## src/rtl/mdu_sequencer.sv

```systemverilog
// Iterative RV32M multiply/divide sequencer: shift-add multiply, restoring divide.
// Optional MDU_EARLY_OUT_EN: trivial cases (div by zero, signed overflow, mul by zero) skip CALC.
module mdu_sequencer #(
  parameter int XLEN  = 32,
  parameter int CNT_W = 6
) (
  input  logic            clk,
  input  logic            reset,
  input  logic            flush,
  input  logic            req_valid,
  output logic            req_ready,
  input  logic [2:0]      req_op,
  input  logic [XLEN-1:0] req_a,
  input  logic [XLEN-1:0] req_b,
  output logic            resp_valid,
  input  logic            resp_ready,
  output logic [XLEN-1:0] resp_data,
  output logic            busy
);

  // state | meaning
  // IDLE  | waiting for a request
  // PREP  | operand magnitudes, sign flags, counter load
  // CALC  | XLEN iterations of shift-add / restoring divide
  // FIX   | sign correction and result select
  // DONE  | response held until consumed
  typedef enum logic [2:0] {IDLE, PREP, CALC, FIX, DONE} state_t;

  localparam logic [XLEN-1:0]   ZERO     = '0;
  localparam logic [XLEN-1:0]   ONE      = 1;
  localparam logic [XLEN-1:0]   ONES     = '1;
  localparam logic [2*XLEN-1:0] ONE2     = 1;
  localparam logic [CNT_W-1:0]  CNT_LAST = CNT_W'(XLEN - 1);
`ifdef MDU_EARLY_OUT_EN
  localparam logic [XLEN-1:0]   SMIN     = {1'b1, {(XLEN-1){1'b0}}};
`endif

  state_t              state, state_n;
  logic [2:0]          op, op_n;
  logic [XLEN-1:0]     a, a_n, b, b_n, opnd, opnd_n, data, data_n;
  logic [2*XLEN-1:0]   acc, acc_n;
  logic [CNT_W-1:0]    cnt, cnt_n;
  logic                neg_q, neg_q_n, neg_r, neg_r_n;

  logic                is_div, a_sgn, b_sgn, a_neg, b_neg, b_nz, div_ge;
  logic [XLEN-1:0]     a_abs, b_abs, div_diff, quot_f, rem_f;
  logic [XLEN:0]       mul_sum;
  logic [2*XLEN-1:0]   mul_next, div_next, prod_f;

  assign is_div = op[2];
  assign a_sgn  = is_div ? ~op[0] : (op[1:0] == 2'b01 || op[1:0] == 2'b10);
  assign b_sgn  = is_div ? ~op[0] : (op[1:0] == 2'b01);
  assign a_neg  = a_sgn & a[XLEN-1];
  assign b_neg  = b_sgn & b[XLEN-1];
  assign a_abs  = a_neg ? (~a + ONE) : a;
  assign b_abs  = b_neg ? (~b + ONE) : b;
  assign b_nz   = (b != ZERO);

  // Multiply: multiplier sits in the low half and is consumed LSB first.
  assign mul_sum  = {1'b0, acc[2*XLEN-1:XLEN]} + {1'b0, opnd};
  assign mul_next = acc[0] ? {mul_sum, acc[XLEN-1:1]}
                           : {1'b0, acc[2*XLEN-1:XLEN], acc[XLEN-1:1]};

  // Divide: shifted remainder can reach XLEN+1 bits, so compare with the carried-out bit.
  assign div_ge   = (acc[2*XLEN-1:XLEN-1] >= {1'b0, opnd});
  assign div_diff = acc[2*XLEN-2:XLEN-1] - opnd;
  assign div_next = div_ge ? {div_diff, acc[XLEN-2:0], 1'b1} : {acc[2*XLEN-2:0], 1'b0};

  assign prod_f = neg_q ? (~acc + ONE2) : acc;
  assign quot_f = neg_q ? (~acc[XLEN-1:0] + ONE) : acc[XLEN-1:0];
  assign rem_f  = neg_r ? (~acc[2*XLEN-1:XLEN] + ONE) : acc[2*XLEN-1:XLEN];

  always_ff @(posedge clk) begin
    if (reset || flush) begin
      state <= IDLE;
      op    <= '0;
      a     <= '0;
      b     <= '0;
      opnd  <= '0;
      acc   <= '0;
      cnt   <= '0;
      neg_q <= 1'b0;
      neg_r <= 1'b0;
      data  <= '0;
    end else begin
      state <= state_n;
      op    <= op_n;
      a     <= a_n;
      b     <= b_n;
      opnd  <= opnd_n;
      acc   <= acc_n;
      cnt   <= cnt_n;
      neg_q <= neg_q_n;
      neg_r <= neg_r_n;
      data  <= data_n;
    end
  end

  always_comb begin
    state_n = state;
    op_n    = op;
    a_n     = a;
    b_n     = b;
    opnd_n  = opnd;
    acc_n   = acc;
    cnt_n   = cnt;
    neg_q_n = neg_q;
    neg_r_n = neg_r;
    data_n  = data;
    case (state)
      IDLE: begin
        if (req_valid) begin
          op_n    = req_op;
          a_n     = req_a;
          b_n     = req_b;
          state_n = PREP;
        end
      end
      PREP: begin
        opnd_n  = is_div ? b_abs : a_abs;
        acc_n   = {ZERO, (is_div ? a_abs : b_abs)};
        neg_q_n = is_div ? ((a_neg ^ b_neg) & b_nz) : (a_neg ^ b_neg);
        neg_r_n = is_div & a_neg;
        cnt_n   = CNT_LAST;
        state_n = CALC;
`ifdef MDU_EARLY_OUT_EN
        if (is_div && !b_nz) begin
          acc_n   = {a_abs, ONES};
          cnt_n   = '0;
          state_n = FIX;
        end else if (is_div && !op[0] && a == SMIN && b == ONES) begin
          acc_n   = {ZERO, SMIN};
          cnt_n   = '0;
          state_n = FIX;
        end else if (!is_div && (a == ZERO || b == ZERO)) begin
          acc_n   = '0;
          cnt_n   = '0;
          state_n = FIX;
        end
`endif
      end
      CALC: begin
        acc_n = is_div ? div_next : mul_next;
        cnt_n = cnt - 1'b1;
        if (cnt == '0) begin
          state_n = FIX;
        end
      end
      FIX: begin
        case (op)
          3'd0:             data_n = prod_f[XLEN-1:0];
          3'd1, 3'd2, 3'd3: data_n = prod_f[2*XLEN-1:XLEN];
          3'd4, 3'd5:       data_n = quot_f;
          default:          data_n = rem_f;
        endcase
        state_n = DONE;
      end
      DONE: begin
        if (resp_ready) begin
          state_n = IDLE;
        end
      end
      default: state_n = IDLE;
    endcase
  end

  assign req_ready  = (state == IDLE);
  assign resp_valid = (state == DONE);
  assign busy       = (state != IDLE);
  assign resp_data  = data;

endmodule
```

## config.mk

```make
export PLATFORM = sky130hd
export DESIGN_NAME = mdu_sequencer
export DESIGN_NICKNAME = d
export VERILOG_FILES = /design/src/rtl/mdu_sequencer.sv
export SDC_FILE = /design/constraint.sdc
export NUM_CORES = 1
export LEC_CHECK = 0
export BUFFER_PORTS_ARGS = -buffer_cell sky130_fd_sc_hd__buf_2
export CAP_MARGIN = 20
export CORE_ASPECT_RATIO = 1.2
export CORE_MARGIN = 2
export CORE_UTILIZATION = 40
export DETAILED_ROUTE_END_ITERATION = 10
export GPL_ROUTABILITY_DRIVEN = 0
export PLACE_DENSITY = 0.67
export SLEW_MARGIN = 0
export SYNTH_ARGS = -nofsm -noshare
export SYNTH_HDL_FRONTEND = slang
export SYNTH_SLANG_ARGS = --single-unit
```

## constraint.sdc

```tcl
create_clock -name clk -period 3.73 [get_ports clk]
set_clock_uncertainty 0.15 [all_clocks]
set_input_delay 0.373 -clock clk [delete_from_list [all_inputs] [get_ports clk]]
set_output_delay 0.373 -clock clk [all_outputs]
set_load 0.02 [all_outputs]
```

==> Word level (Yosys, flattened, before mapping) <==
Cells that the tools add are included.
{ "totals": {"reg_bits": 206} }
{ "classes": {"add_sub_neg": 8, "magnitude_cmp": 1, "eq_ne": 14, "muxes": 20, "n_bitwise": 11, "n_reduce_logical": 12} }
{ "ops": {"columns": ["cell", "count"], "rows": [
  ["64-bit two-way mux", 4],
  ["32-bit two-way mux", 6],
  ["32-bit by 1-bit adder with 32-bit output (second input constant)", 4],
  ["32-bit NOT", 4],
  ["64-bit case mux with 2 select lines", 1],
  ["32-bit case mux with 3 select lines", 1],
  ["64-bit by 1-bit adder with 64-bit output (second input constant)", 1],
  ["64-bit NOT", 1],
  ["32-bit by 32-bit adder with 33-bit output", 1],
  ["33-bit by 32-bit greater-or-equal comparator with 1-bit output", 1],
  ["32-bit nonzero test", 1],
  ["32-bit subtractor", 1],
  ["3-bit case mux with 5 select lines", 1],
  ["3-bit by 2-bit == test with 1-bit output (second input constant)", 4],
  ["6-bit case mux with 2 select lines", 1],
  ["3-bit == test (second input constant)", 3],
  ["3-bit two-way mux", 3],
  ["3-bit by 1-bit == test with 1-bit output (second input constant)", 2],
  ["3-bit zero test", 2],
  ["6-bit zero test", 1],
  ["6-bit by 1-bit subtractor with 6-bit output (second input constant)", 1],
  ["1-bit bitwise AND", 4],
  ["2-bit != test (second input constant)", 2],
  ["1-bit two-way mux", 3],
  ["12 further kinds", 13]
]} }

==> Logic depth before layout (Yosys ltp) <==
{ "logic_depth": {"word_depth": 7, "mapped_depth": 15, "depth_no_buf": 14} }

==> Least setup slack after synthesis <==
Ideal clock, no wire load.
{ "synth_timing": {"path_kind": "reg-to-reg", "startpoint": "register acc[33]", "endpoint": "register acc[63]", "setup_time_ns": 0.061, "t_arrival_ns": 3.423, "t_required_ns": 3.519, "slack_ns": 0.096, "path_stages_with_launch": 14, "n_path_buf": 1, "period_less_slack_ns": 3.634, "cell_sequence": "dfxtp_1 > clkbuf_1 > inv_1 > fa_1 > nor2b_1 > o2111ai_1 > a21boi_0 > o211ai_1 > a2111oi_0 > o211ai_1 > o21ai_0 > a31oi_1 > o31ai_1 > a32o_1"} }
{ "synth_via": {"elab_chain_cells": 4, "word_cells_on_any_way": 7, "cone_classes": "add/sub: 2; order compare: 1; mux: 4"} }
{ "synth_lines": {"columns": ["item", "line", "text"], "rows": [
  ["from (decl)", "41", "logic [2*XLEN-1:0] acc, acc_n;"],
  ["from (signal assigned)", "91", "acc <= acc_n;"],
  ["32-bit by 32-bit adder with 33-bit output (tied with other cells)", "60", "assign mul_sum = {1'b0, acc[2*XLEN-1:XLEN]} + {1'b0, opnd};"],
  ["64-bit two-way mux, on equally long branches", "61, 67", null],
  ["64-bit two-way mux (*)", "143", "acc_n = is_div ? div_next : mul_next;"],
  ["64-bit case mux with 2 select lines (*)", "110", "case (state)"]
]} }
Mark *: on every way between the ends. The rest lies on a longest branch, timed or not.
A chain may end at the register's enable or synchronous reset.

==> Final worst setup path <==
{ "layout_timing": {"startpoint": "register acc[21]", "endpoint": "register data[27] (netlist: resp_data[27])"} }
{ "layout_via": {"elab_chain_cells": 4, "word_cells_on_any_way": 7, "cone_classes": "add/sub: 2; mux: 3; bitwise: 2"} }
{ "layout_lines": {"columns": ["item", "line", "text"], "rows": [
  ["64-bit NOT / 32-bit NOT (equally long branches)", "69, 70", null],
  ["64-bit by 1-bit adder with 64-bit output / 32-bit by 1-bit adder with 32-bit output (equally long branches)", "69, 70", null],
  ["64-bit two-way mux / 32-bit two-way mux (equally long branches)", "69, 70", null],
  ["32-bit case mux with 3 select lines (*)", "150", "case (op)"],
  ["to (signal assigned)", "95", "data <= data_n;"],
  ["to (decl)", "40", "logic [XLEN-1:0] a, a_n, b, b_n, opnd, opnd_n, data, data_n;"]
]} }
Marks and branches as above.

==> summary.txt <==
Critical path
  • CP Capture Type: flip-flop
  • Setup crit end: resp_data[27]
  • Reg2reg path depth: 10
  • Req. time, crit path: 4060 ps
  • Worst R2R Setup Slack: 120 ps
  • Worst Path Arrival: 3930 ps
  • Critical path peak fanout: 7
  • R2R Path End: resp_data[27]
  • Critical path startpoint category: flip-flop
  • Crit path launch: acc[21]
  • Reg2reg start: acc[21]
  • Critical path type: reg -> reg

Timing
  • Final slew viol count: 0
  • Min cycle time layout: 3610 ps
  • RSZ-0062 raised after global routing: true
  • Slew @ Worst Pin: 915 ps
  • Rel. slew slack: 0.390
  • Post-route clock period utilization: 0.967
  • Final Hold Viols: 0
  • Setup Viol. Count Final: 0
  • Peak Freq: 277 MHz

Die
  • Io pins: 107
  • Die width: 189 um
  • Num rows: 81
  • Initial Utilization: 0.403
  • Die ar.: 42500 sq um
  • Core ar.: 40500 sq um
  • Vert. Die Dim: 225 um

GRT
  • Antenna violations before repair: 0
  • Largest net degree at the start of global routing: 68
  • Vias in the first global route: 16000
  • Global-route wire length before repair: 86.2 mm
  • GR Util All Layers: 0.253
  • Total congestion overflow: 0

Synthesis
  • Cell taking the most area after synthesis: dfxtp_1
  • Syn_area_per_cell: 7.23 sq um
  • Most frequent cells after synthesis: nand2_1 (324), a21oi_1 (309), dfxtp_1 (206)
  • Library cells used by synthesis: 77
  • EDFF count, synth: 0
  • Top-count cell post-synth: nand2_1
  • Synth top area share: 0.252
  • Ys async rst share: 0
  • Post-synthesis sequential area ratio: 0.252
  • Synth area leaders: dfxtp_1 (25%), a21oi_1 (9.5%), nand2_1 (7.4%)
  • Mapped Cells: 2260
  • Yosys reg bits: 206
  • Yosys warns: 0
  • Syn_nets: 2408
  • Post-synth top flop: dfxtp_1
  • Post-Syn Area: 16300 sq um

Power
  • Internal Pwr Total: 0.00412 W
  • Power share of the combinational group: 0.136
  • Switching Share: 0.275
  • Switch Pwr: 0.00156 W
  • Leakage: 7.73 nW
  • Sequential power share: 0.400
  • Worst vdd ir: 410 uV
  • Clk pwr share: 0.464
  • Power Density: 296 nW/um^2

Clock network
  • H-Tree Depth: 1
  • Worst-skew pair later-pin latency: 550 ps
  • CTS tree: yes
  • Sink Count: 206
  • Max Buffers Root-to-Sink: 3
  • CTS Root Cell: clkbuf_16
  • Cts bufs inserted: 24
  • Clk slew on worst S/H paths: 70 ps
  • Post-CTS Setup Inserts: 0

Finish
  • Diodes inserted: 0
  • Share of layout cells above drive strength 1: 0.119
  • Util after Layout: 0.474
  • Area growth syn-to-layout: 17.5%
  • Non-Filler Instances: 2922
  • Nets: 2513

Detailed routing
  • DR iter-0 viols: 1422
  • Vias per cell: 5.87
  • DRC errors left: 0
  • Highest metal used: met4
  • Routed wl met3: 4.21 mm
  • Drt pass-1 iters: 8
  • WL met1: 21.9 mm
  • Routed wire length per instance: 19.0 um
  • Met2 routed WL: 25.2 mm
  • Final ANT Viol Nets: 0
  • Final wirelength: 55.6 mm
  • Vias: 17100

Hold path
  • Worst hold start: req_valid
  • Hold Path Depth: 3
  • Worst min path class: in -> reg

Place
  • DP HPWL: 41.5 mm
  • Cells after DPL: 2810
  • Buffers on Ports: 106

Run status
  • Status: finished, final reports clean

Flow run
  • Max Cap Viol: 0
-- state kept, by name, summed over array words and instances, names as in the netlist --
signal	count
b	32
neg_r	1
neg_q	1
cnt	6
op	3
state	3
opnd	32
acc	64
a	32
resp_data	32
-- layer usage --
layer / up-vias / global-route usage
li1: 8254 / -
met3: 175 / 0.0419
met2: 705 / 0.418
met4: 0 / 0.174
met5: - / 0
met1: 8014 / 0.300
-- worst min-delay path by stage --
stage / slack, ps / endpoint
3_5_place_dp: 310 / a[7]
4_1_cts: 40 / state[0]
2_1_floorplan: 290 / a[7]
3_3_place_gp: 300 / resp_data[12]
6_report: 50 / state[0]
5_1_grt: 50 / state[0]
-- through the flow --
stage	total power, W	hold WS [ps]	setup WS [ps]	TNS, ps	area, sq um
after CTS	0.00570	42.3	28.4	0	19200
after detailed placement	0.00302	306	-64.2	-64.2	17600
final	0.00568	52.2	125	0	19200
after floorplan	0.00279	286	96.2	0	16300
after global placement	0.00301	297	-77.1	-77.1	17600
after global routing	0.00586	45.3	-18.2	-21.4	19200
-- layout by cell type (no fill, tap or decap), drive strengths merged, types with 53 or more instances in the layout --
cell	netlist	routed
a21oi	309	309
buf	24	196
dfxtp	206	206
dlygate4sd3	0	68
ha	74	74
inv	76	79
mux2i	73	73
nand2	324	324
nor2	168	168
o211ai	53	53
o21ai	131	131
xnor2	106	106
xor2	90	90
-- area by class of cell --
| class | count | area (sq um) |
|---|---|---|
| tap | 539 | 674 |
| fill | 4049 | 21300 |
| timing repair buffer | 264 | 1910 |
| multi-input combinational | 1793 | 11300 |
| sequential | 206 | 4130 |
| clock inverter | 14 | 195 |
| clock buffer | 30 | 684 |
| inverter | 76 | 285 |
-- power by group through the flow --
stage	registers, W	logic (W)	clock network (W)
after floorplan	0.00231	0.000486	0
after global placement	0.00232	0.000689	0
after detailed placement	0.00232	0.000699	0
after CTS	0.00227	0.000755	0.00267
after global routing	0.00228	0.000840	0.00274
final	0.00227	0.000771	0.00264
-- critical path, cell delays in order (launching register included) --
cell     delay, ps
dfxtp_1        390
or4_4          580
nor4_4         190
or4b_4         520
nor4_2         390
nand2_1        220
o41ai_2        430
xor2_1         110
o21ai_0        290
o21ai_0        150
nor2_1         110
-- kinds of logic after synthesis --
kind of cell | synth area share
AOI/OAI and AO/OA | 0.276
and+or+nand+nor | 0.200
buffers and inverters | 0.0613
DFF | 0.252
xor gates and xnor gates | 0.105
adders and majority gates | 0.0591
muxes | 0.0461
-- repair_timing --
item,in CTS,in global routing
pin swaps,0,4
hold buffers,68,0
endpoints found under the setup margin,1,18
gates resized for setup,1,14
hold endpoints to repair,68,0
Note: power is estimated with default switching activity, not from simulation.
